<file path="config.mk">
export PLATFORM = sky130hd
export DESIGN_NAME = alu_share_arbiter
export DESIGN_NICKNAME = d
export VERILOG_FILES = /design/src/rtl/alu_share_arbiter.sv
export SDC_FILE = /design/constraint.sdc
export NUM_CORES = 1
export LEC_CHECK = 0
export CAP_MARGIN = 20
export CORE_MARGIN = 10
export CORE_UTILIZATION = 40
export DETAILED_ROUTE_END_ITERATION = 8
export GPL_ROUTABILITY_DRIVEN = 0
export PLACE_DENSITY = 0.78
export SYNTH_ARGS = -nofsm -noshare
export SYNTH_HDL_FRONTEND = slang
export SYNTH_SLANG_ARGS = --single-unit
</file>
<file path="constraint.sdc">
create_clock -name clk -period 1.9 [get_ports clk]
set_input_delay 0.285 -clock clk [delete_from_list [all_inputs] [get_ports clk]]
set_output_delay 0.285 -clock clk [all_outputs]
set_load 0.05 [all_outputs]
</file>
<file path="src/rtl/alu_share_arbiter.sv">
// Two-requester front end for one shared combinational ALU slice.
// A round-robin grant picks one requester while idle. Its operands are
// held on the ALU inputs for LAT settle cycles. The ALU output is then
// captured into a requester-tagged response that waits for the consumer.
module alu_share_arbiter #(
  parameter int N   = 4,
  parameter int OPW = 2,
  parameter int LAT = 1
) (
  input  logic           clk,
  input  logic           rst_n,
  input  logic           req0_valid,
  input  logic           req1_valid,
  output logic           req0_ready,
  output logic           req1_ready,
  input  logic [N-1:0]   req0_a,
  input  logic [N-1:0]   req0_b,
  input  logic [N-1:0]   req1_a,
  input  logic [N-1:0]   req1_b,
  input  logic [OPW-1:0] req0_op,
  input  logic [OPW-1:0] req1_op,
  output logic [N-1:0]   alu_a,
  output logic [N-1:0]   alu_b,
  output logic [OPW-1:0] alu_op,
  input  logic [N-1:0]   alu_result,
  input  logic           alu_sign,
  output logic           rsp_valid,
  input  logic           rsp_ready,
  output logic           rsp_id,
  output logic [N-1:0]   rsp_result,
  output logic           rsp_sign,
  output logic           busy
);

  typedef enum logic [1:0] {
    IDLE = 2'b00,
    EXEC = 2'b01,
    RESP = 2'b10
  } state_t;

  // Settle counter starts at LAT-1 so that EXEC lasts exactly LAT cycles.
  localparam logic [3:0] CNT_INIT = 4'(LAT - 1);

  state_t         state_r;
  state_t         next_state_s;
  logic           last_grant_r;
  logic [N-1:0]   opa_r;
  logic [N-1:0]   opb_r;
  logic [OPW-1:0] opc_r;
  logic [3:0]     cnt_r;
  logic           rsp_id_r;
  logic [N-1:0]   rsp_result_r;
  logic           rsp_sign_r;
  logic           rsp_valid_r;
  logic           busy_r;
  logic           grant_id_s;
  logic           accept_s;

  // Round-robin grant: on a tie, serve whoever was not served last.
  // Readies are also gated by rst_n so nothing is accepted during reset.
  always_comb begin
    grant_id_s = 1'b0;
    if (req0_valid && req1_valid) begin
      grant_id_s = ~last_grant_r;
    end else if (req1_valid) begin
      grant_id_s = 1'b1;
    end else begin
      grant_id_s = 1'b0;
    end
    accept_s   = (state_r == IDLE) && (req0_valid || req1_valid) && rst_n;
    req0_ready = accept_s && !grant_id_s;
    req1_ready = accept_s && grant_id_s;
  end

  // Next-state logic for the IDLE -> EXEC -> RESP operation cycle.
  always_comb begin
    next_state_s = state_r;
    case (state_r)
      IDLE: begin
        if (accept_s) begin
          next_state_s = EXEC;
        end else begin
          next_state_s = IDLE;
        end
      end
      EXEC: begin
        if (cnt_r == 4'd0) begin
          next_state_s = RESP;
        end else begin
          next_state_s = EXEC;
        end
      end
      RESP: begin
        if (rsp_ready) begin
          next_state_s = IDLE;
        end else begin
          next_state_s = RESP;
        end
      end
      default: next_state_s = IDLE;
    endcase
  end

  // State, operand, counter and response registers. Reset aborts any
  // operation in flight, so its response is never presented.
  always_ff @(posedge clk) begin
    if (!rst_n) begin
      state_r      <= IDLE;
      last_grant_r <= 1'b1;
      opa_r        <= {N{1'b0}};
      opb_r        <= {N{1'b0}};
      opc_r        <= {OPW{1'b0}};
      cnt_r        <= 4'd0;
      rsp_id_r     <= 1'b0;
      rsp_result_r <= {N{1'b0}};
      rsp_sign_r   <= 1'b0;
      rsp_valid_r  <= 1'b0;
      busy_r       <= 1'b0;
    end else begin
      state_r     <= next_state_s;
      rsp_valid_r <= (next_state_s == RESP);
      busy_r      <= (next_state_s != IDLE);
      if (accept_s) begin
        opa_r        <= grant_id_s ? req1_a  : req0_a;
        opb_r        <= grant_id_s ? req1_b  : req0_b;
        opc_r        <= grant_id_s ? req1_op : req0_op;
        rsp_id_r     <= grant_id_s;
        last_grant_r <= grant_id_s;
        cnt_r        <= CNT_INIT;
      end else if (state_r == EXEC) begin
        if (cnt_r == 4'd0) begin
          rsp_result_r <= alu_result;
          rsp_sign_r   <= alu_sign;
        end else begin
          cnt_r <= cnt_r - 4'd1;
        end
      end else begin
        cnt_r <= cnt_r;
      end
    end
  end

  assign alu_a      = opa_r;
  assign alu_b      = opb_r;
  assign alu_op     = opc_r;
  assign rsp_valid  = rsp_valid_r;
  assign rsp_id     = rsp_id_r;
  assign rsp_result = rsp_result_r;
  assign rsp_sign   = rsp_sign_r;
  assign busy       = busy_r;

endmodule
</file>
* Word level (Yosys, flattened, before mapping)
Cells that the tools add are included.
** Word-level totals
- Register bits after elaboration :: 25
- Input bits :: 30
- Output and inout port bits :: 20
- Logic and storage cells :: 41
** Operators by class
- Add/sub/neg operators :: 1
- Equality and inequality tests :: 3
- Mux-type cells :: 9
- Bitwise gates (word level) :: 4
- Reduce and logical (&&, ||, !) cells :: 13
** Operators by type and width (count)
- $mux 4 :: 2
- $mux 2 :: 3
- $pmux 2 s3 :: 1
- $logic_and 1x1->1 :: 5
- $eq 2x2->1 const B :: 2
- $logic_not 4->1 :: 1
- $not 1->1 :: 4
- $sub 4x1->4 const B :: 1
- $mux 1 :: 3
- $reduce_and 3->1 :: 1
- $eq 2x1->1 const B :: 1
- $logic_not 2->1 :: 1
- $reduce_and 2->1 :: 1
- $reduce_bool 2->1 :: 1
- $reduce_or 2->1 :: 1
- $logic_not 1->1 :: 1
- $logic_or 1x1->1 :: 1

* Longest topological paths before layout
- Depth in word-level cells :: 6
- Mapped depth :: 6
- Gate-level depth less buffers :: 5

* Worst setup path after synthesis
OpenSTA, ideal clock, no wires.
- Kind :: register to output
- Start point :: reg state_r[1]
- End point :: out req1_ready
- Arrival :: 1.232 ns
- Data required time :: 1.615 ns
- Path slack :: 0.383 ns
- Stages on the path, launching flop included :: 4
- Path buffers :: 1
- Cells stage by stage :: dfxtp_1 -> nor3b_2 -> buf_4 -> and2_1
** On the way
- Cells in the longest elaborated chain, start to end :: 4
** Ends and longest elaborated chain
- start: declaration :: line 44 : state_t state_r;
- start signal: assignment :: line 120 : state_r <= next_state_s;
- $logic_not 2->1 :: line 70 : accept_s = (state_r == IDLE) && (req0_valid || req1_valid) && rst_n;
- $logic_and 1x1->1 (2 in series) :: line 70
- $logic_and 1x1->1 :: line 72 : req1_ready = accept_s && grant_id_s;
- end: declaration :: line 15 : output logic req1_ready,
No other way between the ends.

* Final worst setup path
- Start point :: reg opb_r[0] (netlist: alu_b[0])
- End point :: out alu_b[0]
** RTL lines
- start: declaration :: line 48 : logic [N-1:0] opb_r;
- start signal: assignment :: line 111 : opb_r <= {N{1'b0}};
- start signal: assignment :: line 125 : opb_r <= grant_id_s ? req1_b : req0_b;
- end: declaration :: line 23 : output logic [N-1:0] alu_b,
No word-level cell between the ends.

==> out/metrics.yaml <==
area_growth_pct: 53.4
core_um2: 2520
drt_pass1_iterations: 4
fin_tns_setup_ns: 0
clkSlewWorstSetupHoldPaths_ns: 0.15
first_iter_violations: 67
ys_types: 30
cts-resized-gates: 0
die_y_um: 71.8
dpl_cell_area_um2: 1620
wl_met3_um: 314
ir_drop_v: 0.000516
power.density_nw_per_um2: 750
routed_wirelength_mm: 3.24
fillers: 226
crit_buf_inv: 1
finalSetupViolCount: 0
synth_area_um2: 1070
io_pins: 50
finalHoldViolCount: 0
syn_inst: 118
maxSlewViolCount: 0
num_antenna_cells: 0
cp.required_ns: 1.62
vias: 1080
grt_max_degree: 15
overflow: 0
antenna_found_initial: 0
numPortBuffers: 49
fin_crit_ns: 1.79
die_area_um2: 5160
worst_pin_slew_ns: 0.565
cts_buffers: 3
dieWidth_um: 71.8
grt_pass1_wl_mm: 5.56
start_util_pct: 42.6
finalCritPeriodShare_pct: 94.3
finalNetCount: 201
critical_path.max_stage_delay_ns: 0.83
holdBufCountCts: 0
synth_nets: 149
worstSetupPathType: "reg2out"
worstPathMaxFanout: 2
clk_latency_ns: 0.31
cap_violations: 0
ant_nets: 0
skew_ns: 0.00995
met2RoutedLength_mm: 1.52
slew_headroom_pct: 62.1
clkSinkCount: 25
grt_pass1_vias: 1169
layout-drive-gt1-share_pct: 9.47
synth_warnings: 0
crit_chain: "clkdlybuf4s50_1"
htree_levels: 1
row_count: 18
route.detailed.drc: 0
cts_setup_buffers: 0
maxClockFrequency_ghz: 0.558
routedWlPerCell_um: 16.3
rsz0062_at_grt: "false"
gr-usage-all-layers_pct: 12.8
fin_area_um2: 1650
critPathSlowestCell: "clkdlybuf4s50_1"
place_hpwl_mm: 2.63
topRoutingLayerUsed: "met4"
synth_seq_area_share_pct: 46.6
synth_area_per_cell_um2: 9.11
startpoint_type: "flip-flop"
cts_root_buf: "clkbuf_4"
crit_family: "buffers and inverters"
critPathArrivalTime_ns: 1.51
crit_path_end_kind: "output port"
clk_path_buf_depth: 2
cts_tree: "built"
drt-met1-wl_mm: 1.39
ys_ff_latch: 25
outcome: "complete, no violations"
vias_per_cell: 5.43
p_leak_nw: 0.646
hold_path_class: "reg2reg"
placed cells by master, fill, tap and decap left out, drive strengths merged, types with 2 or more instances in the layout:
| master | count |
|---|---|
| a31oi | 4 |
| inv | 5 |
| clkbuf | 3 |
| buf | 8 |
| o21ai | 14 |
| nor2 | 6 |
| dfxtp | 25 |
| nand3 | 10 |
| o21a | 2 |
| a21oi | 10 |
| and3 | 7 |
| nor3b | 2 |
| nand4 | 4 |
| a221o | 6 |
| clkdlybuf4s50 | 47 |
| nand2b | 2 |
| or4 | 2 |
cell type report:
cell class,count,area (um^2),share of cell area [%]
timing repair buffer,55,556,33.7
multi-input combinational,80,509,30.9
sequential,25,500,30.3
tap,30,37.5,2.28
clock buffer,3,22.5,1.37
inverter,5,18.8,1.14
clock inverter,1,5.00,0.303
cells by family after synthesis:
family	count (synthesis)	share of synthesized area, %
buffers and inverters	13	6.05
DFF	25	46.6
adders and majority gates	1	1.16
AOI/OAI and AO/OA	41	24.9
and+or+nand+nor	38	21.3
cell usage after synthesis:
library cell	instances	area share, %
a211oi_1	1	0.70
a21boi_1	1	0.70
a21o_1	1	0.70
a21oi_1	10	4.7
a221o_1	6	5.6
a22oi_1	1	0.70
a31oi_1	4	2.3
and2_1	1	0.58
and2b_1	1	0.70
and3_1	7	4.1
buf_2	1	0.47
buf_4	2	1.4
buf_6	1	1.0
clkbuf_1	4	1.4
dfxtp_1	25	47
ha_1	1	1.2
inv_1	5	1.7
nand2b_1	2	1.2
nand3_1	10	4.7
nand4_1	4	2.3
nor2_1	6	2.1
nor3b_2	2	2.3
o21a_1	1	0.70
o21a_4	1	1.4
o21ai_0	14	6.5
o311a_1	1	0.93
or2_1	1	0.58
or3_1	1	0.58
or3b_2	1	0.82
or4_1	2	1.4
registers in the layout (all words and copies together) (netlist names), 2 cells and up:
| name | cells |
|---|---|
| alu_op | 2 |
| alu_a | 4 |
| cnt_r | 4 |
| state_r | 2 |
| rsp_result | 4 |
| alu_b | 4 |
per-layer routing:
layer  GRT usage (%)  vias up
met5               0        -
met4            3.23        0
met3            6.06        2
met2            21.7       37
met1            13.9      500
li1                -      541
power by group:
part	internal [mW]	total, mW	switching [mW]
logic	0.175	0.409	0.233
clock network	0.0786	0.239	0.160
registers	0.565	0.589	0.0239
total	0.819	1.24	0.418
worst paths after layout:
| kind | cells after the start | slack, ns | from | endpoint |
|---|---|---|---|---|
| worst max-delay path | 1 | 0.11 | alu_b[0] | alu_b[0] |
| worst min register to register | 1 | 0.48 | rsp_id | rsp_id |
| worst max register to register | 5 | 0.29 | cnt_r[0] | cnt_r[1] |
| worst min-delay path | 1 | 0.48 | rsp_id | rsp_id |
stage by stage:
stage / utilization [%] / hold slack [ns] / instances / power, mW / worst slack (ns)
CTS: 65.4 / 0.488 / 199 / 1.24 / 0.0998
global placement: 64.3 / 0.441 / 195 / 1.00 / 0.173
global route: 65.4 / 0.512 / 199 / 1.30 / 0.0459
floorplan: - / 0.403 / 118 / 0.837 / 0.383
finish: 65.4 / 0.477 / 199 / 1.24 / 0.109
detailed placement: 64.3 / 0.450 / 195 / 1.01 / 0.0875
No activity file was read; power rests on OpenSTA's default activity.
